[src/rtl/q_mem_pkg.sv]
// Shared constants and helpers for the Q-table memory interface.
// Derived localparams reflect the default build; helpers take the widths they need as arguments.
package q_mem_pkg;

  localparam int DEF_S_WIDTH    = 12;
  localparam int DEF_A_WIDTH    = 2;
  localparam int DEF_Q_WIDTH    = 16;
  localparam int N_ACT          = 2 ** DEF_A_WIDTH;
  localparam int WORD_W         = DEF_Q_WIDTH * N_ACT;
  localparam int BE_W           = WORD_W / 8;
  localparam int BYTES_PER_WORD = BE_W;

  // Widest byte-enable mask the helper can produce; callers truncate to their own width.
  localparam int MAX_BE = 256;

  function automatic logic [MAX_BE-1:0] lane_be(input int act, input int lane_bytes);
    logic [MAX_BE-1:0] mask;
    mask = '0;
    for (int i = 0; i < MAX_BE; i++) begin
      mask[i] = (i >= act * lane_bytes) && (i < (act + 1) * lane_bytes);
    end
    return mask;
  endfunction

  function automatic logic [63:0] state_addr(input logic [63:0] state,
                                             input logic [63:0] base,
                                             input logic [63:0] bytes_per_word);
    return base + state * bytes_per_word;
  endfunction

endpackage

[src/rtl/act_delay_line.sv]
// Generic valid+data shift register with a fixed depth and no stall.
module act_delay_line #(
  parameter int WIDTH = 2,
  parameter int DEPTH = 6
) (
  input  logic             clk,
  input  logic             rst,
  input  logic             in_valid_i,
  input  logic [WIDTH-1:0] in_data_i,
  output logic             out_valid_o,
  output logic [WIDTH-1:0] out_data_o
);

  logic [DEPTH-1:0] valid_q;
  logic [WIDTH-1:0] data_q [DEPTH];

  always_ff @(posedge clk or negedge rst) begin
    if (!rst) begin
      valid_q <= '0;
      for (int i = 0; i < DEPTH; i++) begin
        data_q[i] <= '0;
      end
    end else begin
      valid_q[0] <= in_valid_i;
      data_q[0]  <= in_data_i;
      for (int i = 1; i < DEPTH; i++) begin
        valid_q[i] <= valid_q[i-1];
        data_q[i]  <= data_q[i-1];
      end
    end
  end

  assign out_valid_o = valid_q[DEPTH-1];
  assign out_data_o  = data_q[DEPTH-1];

endmodule

[src/rtl/q_mem_if.sv]
// Q-table memory interface: state-to-address mapping, BRAM read/write issue and action delay line.
// Define Q_BYPASS_EN to forward writes that race an in-flight read into the returned Q vector.
module q_mem_if
  import q_mem_pkg::*;
#(
  parameter int                    S_WIDTH    = DEF_S_WIDTH,
  parameter int                    A_WIDTH    = DEF_A_WIDTH,
  parameter int                    Q_WIDTH    = DEF_Q_WIDTH,
  parameter int                    ADDR_WIDTH = 32,
  parameter logic [ADDR_WIDTH-1:0] ADDR_BASE  = '0,
  parameter int                    PIPE_DEPTH = 6
) (
  input  logic                                  clk,
  input  logic                                  rst,
  input  logic                                  rd_valid,
  input  logic [S_WIDTH-1:0]                    rd_state,
  output logic [ADDR_WIDTH-1:0]                 rd_addr,
  output logic                                  rd_en,
  input  logic [Q_WIDTH*(2**A_WIDTH)-1:0]       rd_data,
  output logic                                  q_vec_valid,
  output logic [Q_WIDTH*(2**A_WIDTH)-1:0]       q_vec,
  input  logic                                  wr_valid,
  input  logic [S_WIDTH-1:0]                    wr_state,
  input  logic [A_WIDTH-1:0]                    wr_act,
  input  logic [Q_WIDTH-1:0]                    wr_q,
  output logic [ADDR_WIDTH-1:0]                 wr_addr,
  output logic [Q_WIDTH*(2**A_WIDTH)-1:0]       wr_data,
  output logic [Q_WIDTH*(2**A_WIDTH)/8-1:0]     wr_be,
  input  logic                                  act_valid,
  input  logic [A_WIDTH-1:0]                    act_in,
  output logic                                  act_dly_valid,
  output logic [A_WIDTH-1:0]                    act_dly
);

  localparam int LANES      = 2 ** A_WIDTH;
  localparam int WORD_BITS  = Q_WIDTH * LANES;
  localparam int BE_BITS    = WORD_BITS / 8;
  localparam int WORD_BYTES = BE_BITS;
  localparam int LANE_BYTES = Q_WIDTH / 8;

  logic [ADDR_WIDTH-1:0] rd_addr_q, rd_addr_d;
  logic                  rd_en_q;
  logic                  q_vec_valid_q;
  logic [ADDR_WIDTH-1:0] wr_addr_q, wr_addr_d;
  logic [Q_WIDTH-1:0]    wr_q_q, wr_q_d;
  logic [BE_BITS-1:0]    wr_be_q, wr_be_d;
  logic [WORD_BITS-1:0]  merged;

  always_comb begin
    rd_addr_d = rd_addr_q;
    wr_addr_d = wr_addr_q;
    wr_q_d    = wr_q_q;
    wr_be_d   = '0;
    if (rd_valid) begin
      rd_addr_d = ADDR_WIDTH'(state_addr(64'(rd_state), 64'(ADDR_BASE), 64'(WORD_BYTES)));
    end
    if (wr_valid) begin
      wr_addr_d = ADDR_WIDTH'(state_addr(64'(wr_state), 64'(ADDR_BASE), 64'(WORD_BYTES)));
      wr_q_d    = wr_q;
      wr_be_d   = BE_BITS'(lane_be(32'(wr_act), LANE_BYTES));
    end
  end

  always_ff @(posedge clk or negedge rst) begin
    if (!rst) begin
      rd_addr_q     <= '0;
      rd_en_q       <= 1'b0;
      q_vec_valid_q <= 1'b0;
      wr_addr_q     <= '0;
      wr_q_q        <= '0;
      wr_be_q       <= '0;
    end else begin
      rd_addr_q     <= rd_addr_d;
      rd_en_q       <= rd_valid;
      q_vec_valid_q <= rd_en_q;
      wr_addr_q     <= wr_addr_d;
      wr_q_q        <= wr_q_d;
      wr_be_q       <= wr_be_d;
    end
  end

`ifdef Q_BYPASS_EN
  // Port A is read-first, so a write issued alongside rd_en is captured here and a write
  // issued in the return cycle is taken straight from the port B registers below.
  logic [ADDR_WIDTH-1:0] infl_addr_q;
  logic [LANES-1:0]      pend_mask_q;
  logic [Q_WIDTH-1:0]    pend_val_q;
  logic [A_WIDTH-1:0]    wr_act_q;
  logic                  wr_en;
  logic                  early_hit;
  logic                  late_hit;

  assign wr_en     = |wr_be_q;
  assign early_hit = rd_en_q && wr_en && (wr_addr_q == rd_addr_q);
  assign late_hit  = q_vec_valid_q && wr_en && (wr_addr_q == infl_addr_q);

  always_ff @(posedge clk or negedge rst) begin
    if (!rst) begin
      infl_addr_q <= '0;
      pend_mask_q <= '0;
      pend_val_q  <= '0;
      wr_act_q    <= '0;
    end else begin
      if (wr_valid) begin
        wr_act_q <= wr_act;
      end
      if (rd_en_q) begin
        infl_addr_q <= rd_addr_q;
        pend_val_q  <= wr_q_q;
        pend_mask_q <= early_hit ? (LANES'(1) << wr_act_q) : '0;
      end else begin
        pend_mask_q <= '0;
      end
    end
  end

  // The return-cycle write is newer than the captured one, so it is applied last.
  always_comb begin
    merged = rd_data;
    for (int a = 0; a < LANES; a++) begin
      if (pend_mask_q[a]) begin
        merged[a*Q_WIDTH +: Q_WIDTH] = pend_val_q;
      end
      if (late_hit && (wr_act_q == A_WIDTH'(a))) begin
        merged[a*Q_WIDTH +: Q_WIDTH] = wr_q_q;
      end
    end
  end
`else
  always_comb begin
    merged = rd_data;
  end
`endif

  act_delay_line #(
    .WIDTH(A_WIDTH),
    .DEPTH(PIPE_DEPTH)
  ) u_act_delay_line (
    .clk        (clk),
    .rst        (rst),
    .in_valid_i (act_valid),
    .in_data_i  (act_in),
    .out_valid_o(act_dly_valid),
    .out_data_o (act_dly)
  );

  assign rd_addr     = rd_addr_q;
  assign rd_en       = rd_en_q;
  assign q_vec_valid = q_vec_valid_q;
  assign q_vec       = q_vec_valid_q ? merged : '0;
  assign wr_addr     = wr_addr_q;
  assign wr_data     = {LANES{wr_q_q}};
  assign wr_be       = wr_be_q;

endmodule

[config.mk]
export PLATFORM = sky130hd
export DESIGN_NAME = q_mem_if
export DESIGN_NICKNAME = d
export VERILOG_FILES = /design/src/rtl/q_mem_pkg.sv /design/src/rtl/act_delay_line.sv /design/src/rtl/q_mem_if.sv
export SDC_FILE = /design/constraint.sdc
export NUM_CORES = 1
export LEC_CHECK = 0
export BUFFER_PORTS_ARGS = -buffer_cell sky130_fd_sc_hd__buf_2
export CAP_MARGIN = 20
export CORE_AREA = 2 2 123 125
export CTS_BUF_LIST = sky130_fd_sc_hd__clkbuf_4 sky130_fd_sc_hd__clkbuf_8
export CTS_CLUSTER_SIZE = 14
export DETAILED_ROUTE_END_ITERATION = 10
export DIE_AREA = 0 0 125 127
export GPL_TIMING_DRIVEN = 0
export HOLD_SLACK_MARGIN = 0.08
export PLACE_DENSITY_LB_ADDON = 0.15
export SYNTH_ARGS = -nofsm -noshare
export SYNTH_HDL_FRONTEND = slang
export SYNTH_SLANG_ARGS = --single-unit
[constraint.sdc]
create_clock -name clk -period 1 [get_ports clk]
set_input_delay 0.2 -clock clk [delete_from_list [all_inputs] [get_ports clk]]
set_output_delay 0.2 -clock clk [all_outputs]
set_load 0.01 [all_outputs]
==> reports/summary.txt <==
Run status: finished with violations
Violations in the final reports: hold timing, setup timing
Critical path launch point type: register
TritonCTS buffer count: 9
Reg2Reg Setup Slack: 10 ps
CP max stage cell: sky130_fd_sc_hd__dfrtp_2
P_int: 6.001 mW
Final-report max-slew violation count: 0
Leakage: 3.851 nW
Aggregate global routing overflow: 0
Avg Synthesized Cell Area: 12.20 um^2
Overall fraction of global-route tracks in use: 0.1423
Final Hold Vio Count: 62
Ratio of cells with drive above 1 in the final layout: 0.7911
Placer's final routability congestion estimate: 0.8703
Worst path max stage delay: 420 ps
Combinational share of power: 0.380
H-tree levels: 3
Fraction of power consumed by sequential logic: 0.367
Post-Syn Instances: 278
Via total after detailed routing: 3286
Layout area overhead: 115.1%
Final setup slack of the worst path: -496.0 ps
I/O pin cnt: 318
Height of the die: 127 um
Cells on worst reg2reg path: 3
Die footprint: 0.01588 mm^2
RSZ-0062 raised after global routing: true
Transition time at the pin with the least slew margin: 821.8 ps
Final period utilization: 1.496
Crit Path Category: reg2out
Critical Path, Cell by Cell: buf_8 -> buf_6 -> and2_1 -> buf_2
Number of antenna violations at the first check in global routing: 1
Worst-case hold slack: -38.09 ps
Main combinational cell family by area after synthesis: buffers and inverters
Most common cell after layout, fill and taps aside: sky130_fd_sc_hd__buf_6
Post-route minimum period: 1496 ps
Post-layout nets: 783
Placeable core area: 0.01442 mm^2
Post-detailed-route DRC marker count: 0
Average wire length per cell after detail routing: 14.68 um
Via count of the first global-routing pass: 3320
Multiplexer share of the synthesized area: 0.1616
Net switching power figure: 2.283 mW
Maximum ir drop on the vdd rail: 0.6501 mV
Clock skew: 6.501 ps
Clock-pin slew reported for the worst setup and hold paths after clock tree synthesis: 70 ps
Simple-gate share of the synthesized area: 0.1273
Xor/xnor share of the synthesized area: 0
Register bit total from synthesis: 64
Synthesized-area fraction occupied by adder cells: 0
Standard-cell row count: 44
Vias per inst: 3.821
Total of hold buffers inserted after clock tree synthesis: 43
Maximum root-to-sink buffer count: 2
1st-pass router iterations: 4
Clock root buffer: sky130_fd_sc_hd__clkbuf_8
Detail Route Antenna Nets: 0
Setup TNS Final: -46430 ps
Nature of the critical path endpoint: output port
Clock tree from TritonCTS: done
Sequential share of the synthesized area: 0.4723
# setup viols final: 165
Power density normalized to cell area: 1136 mW/mm^2
Signal arrival time at the worst endpoint: 1300 ps
Dpl hpwl: 8388 um
Initial core utilization: 0.2351
Clock insertion delay at the later pin of the skew report: 330 ps
Clock net sink count: 64
Fillers: 1243
Most frequent cells in the layout: 214 x sky130_fd_sc_hd__buf_6, 130 x sky130_fd_sc_hd__buf_2, 57 x sky130_fd_sc_hd__and2_4, 57 x sky130_fd_sc_hd__buf_4, 47 x sky130_fd_sc_hd__dfrtp_1
CP required: 800 ps
Wirelength, routed: 12620 um
Headroom to the max-slew limit: 0.4521
Mapped cell area: 0.003391 mm^2
Syn. warnings: 0
Global-route wire length before repair: 17490 um
Count of max-cap constraint violations: 0
Die Wd: 125 um
Compound-cell area share of the yosys netlist: 0
Clock group share of total power: 0.253
Class of the tightest hold or removal check: in2async
Number of I/O port buffers: 276
Critical-path maximum fanout: 8
Yosys cell types: 12
Number of DRC violations after detailed-routing iteration 0: 50
Switch share: 0.2756
Maximum number of pins on one net before global-route repair: 65
Max Freq: 0.6685 GHz
==> synth_stat cells <==
library cell	number	share of area
sky130_fd_sc_hd__buf_6	2	0.0066
sky130_fd_sc_hd__buf_4	95	0.21
sky130_fd_sc_hd__nor3b_1	1	0.0022
sky130_fd_sc_hd__mux2_4	26	0.12
sky130_fd_sc_hd__and3b_1	2	0.0052
sky130_fd_sc_hd__mux2_2	14	0.046
sky130_fd_sc_hd__buf_12	2	0.012
sky130_fd_sc_hd__conb_1	1	0.0011
sky130_fd_sc_hd__and2_1	64	0.12
sky130_fd_sc_hd__buf_2	6	0.0089
sky130_fd_sc_hd__and3_1	1	0.0018
sky130_fd_sc_hd__dfrtp_1	64	0.47
==> registers in the layout (all words and copies together) (netlist names), 2 cells and up <==
register,cells
u_act_delay_line.out_data_o,2
wr_q_q,16
wr_addr,12
rd_addr,12
u_act_delay_line.data_q,10
u_act_delay_line.valid_q,6
wr_be,4
==> stage by stage <==
step | total power [mW] | area, um^2 | setup WS, ps | utilization | cells
final | 8.284 | 7295 | -496.0 | 0.5057 | 860
after global routing | 8.736 | 7295 | -557.0 | 0.5057 | 860
after CTS | 7.934 | 6536 | -513.9 | 0.4532 | 843
after floorplan | 4.134 | 3538 | 36.70 | - | 317
after global placement | 4.982 | 5150 | -711.0 | 0.3570 | 777
after detailed placement | 4.992 | 5152 | -177.6 | 0.3572 | 777
==> cell type report <==
type | count | area, um^2 | area share
Antenna cell | 1 | 2.502 | 0.0003431
Buffer | 103 | 1023 | 0.1403
Clock buffer | 12 | 165.2 | 0.02264
Clock inverter | 4 | 27.53 | 0.003774
Multi-Input combinational cell | 148 | 1272 | 0.1744
Sequential cell | 64 | 1623 | 0.2225
Tap cell | 184 | 230.2 | 0.03156
Timing Repair Buffer | 344 | 2950 | 0.4045
==> power by group through the flow <==
stage | clock, mW | combinational (mW) | sequential (mW)
CTS | 2.21 | 2.69 | 3.03
global placement | 0 | 1.99 | 2.99
global route | 2.33 | 3.33 | 3.07
detailed placement | 0 | 1.99 | 3.00
floorplan | 0 | 1.07 | 3.06
finish | 2.10 | 3.15 | 3.04
==> repair_timing <==
action | 4_1_cts | 5_1_grt
endpoints found under the setup margin | 165 | 165
gates resized for setup | 151 | 159
endpoints found under the hold margin | 106 | 64
setup buffers | 9 | 10
pin swaps | 0 | 1
cloned | 0 | 6
==> cells by family (layout without fill, tap and decap cells) <==
kind of cell / count (synthesis) / count (layout)
other: 1 / 41
and+or+nand+nor: 68 / 68
muxes: 40 / 40
buffers and inverters: 105 / 463
DFF: 64 / 64
==> final timing paths <==
kind,endpoint,startpoint
max,q_vec[12],q_vec_valid
max reg2reg,rd_addr[14],rd_addr[14]
min,wr_q_q[10],rst
min reg2reg,u_act_delay_line.out_data_o[1],u_act_delay_line.data_q[3]
max in group asynchronous,q_vec_valid,rst
min in group clk,wr_addr[10],wr_state[7]
==> worst max-delay path: cells and delay by family, from the launching register on <==
family                 cells  cell delay [ps]
buffers and inverters      3              420
DFF                        1              420
and+or+nand+nor            1              130
==> layer usage <==
metal  part of all wire  vias up  track usage
li1                   -     1526            -
met1               0.34     1555       0.1406
met2               0.56      189       0.2733
met3              0.077       16      0.04564
met4              0.017        0      0.05948
met5                  0        -            0
Power figures use the tool's default switching activity.
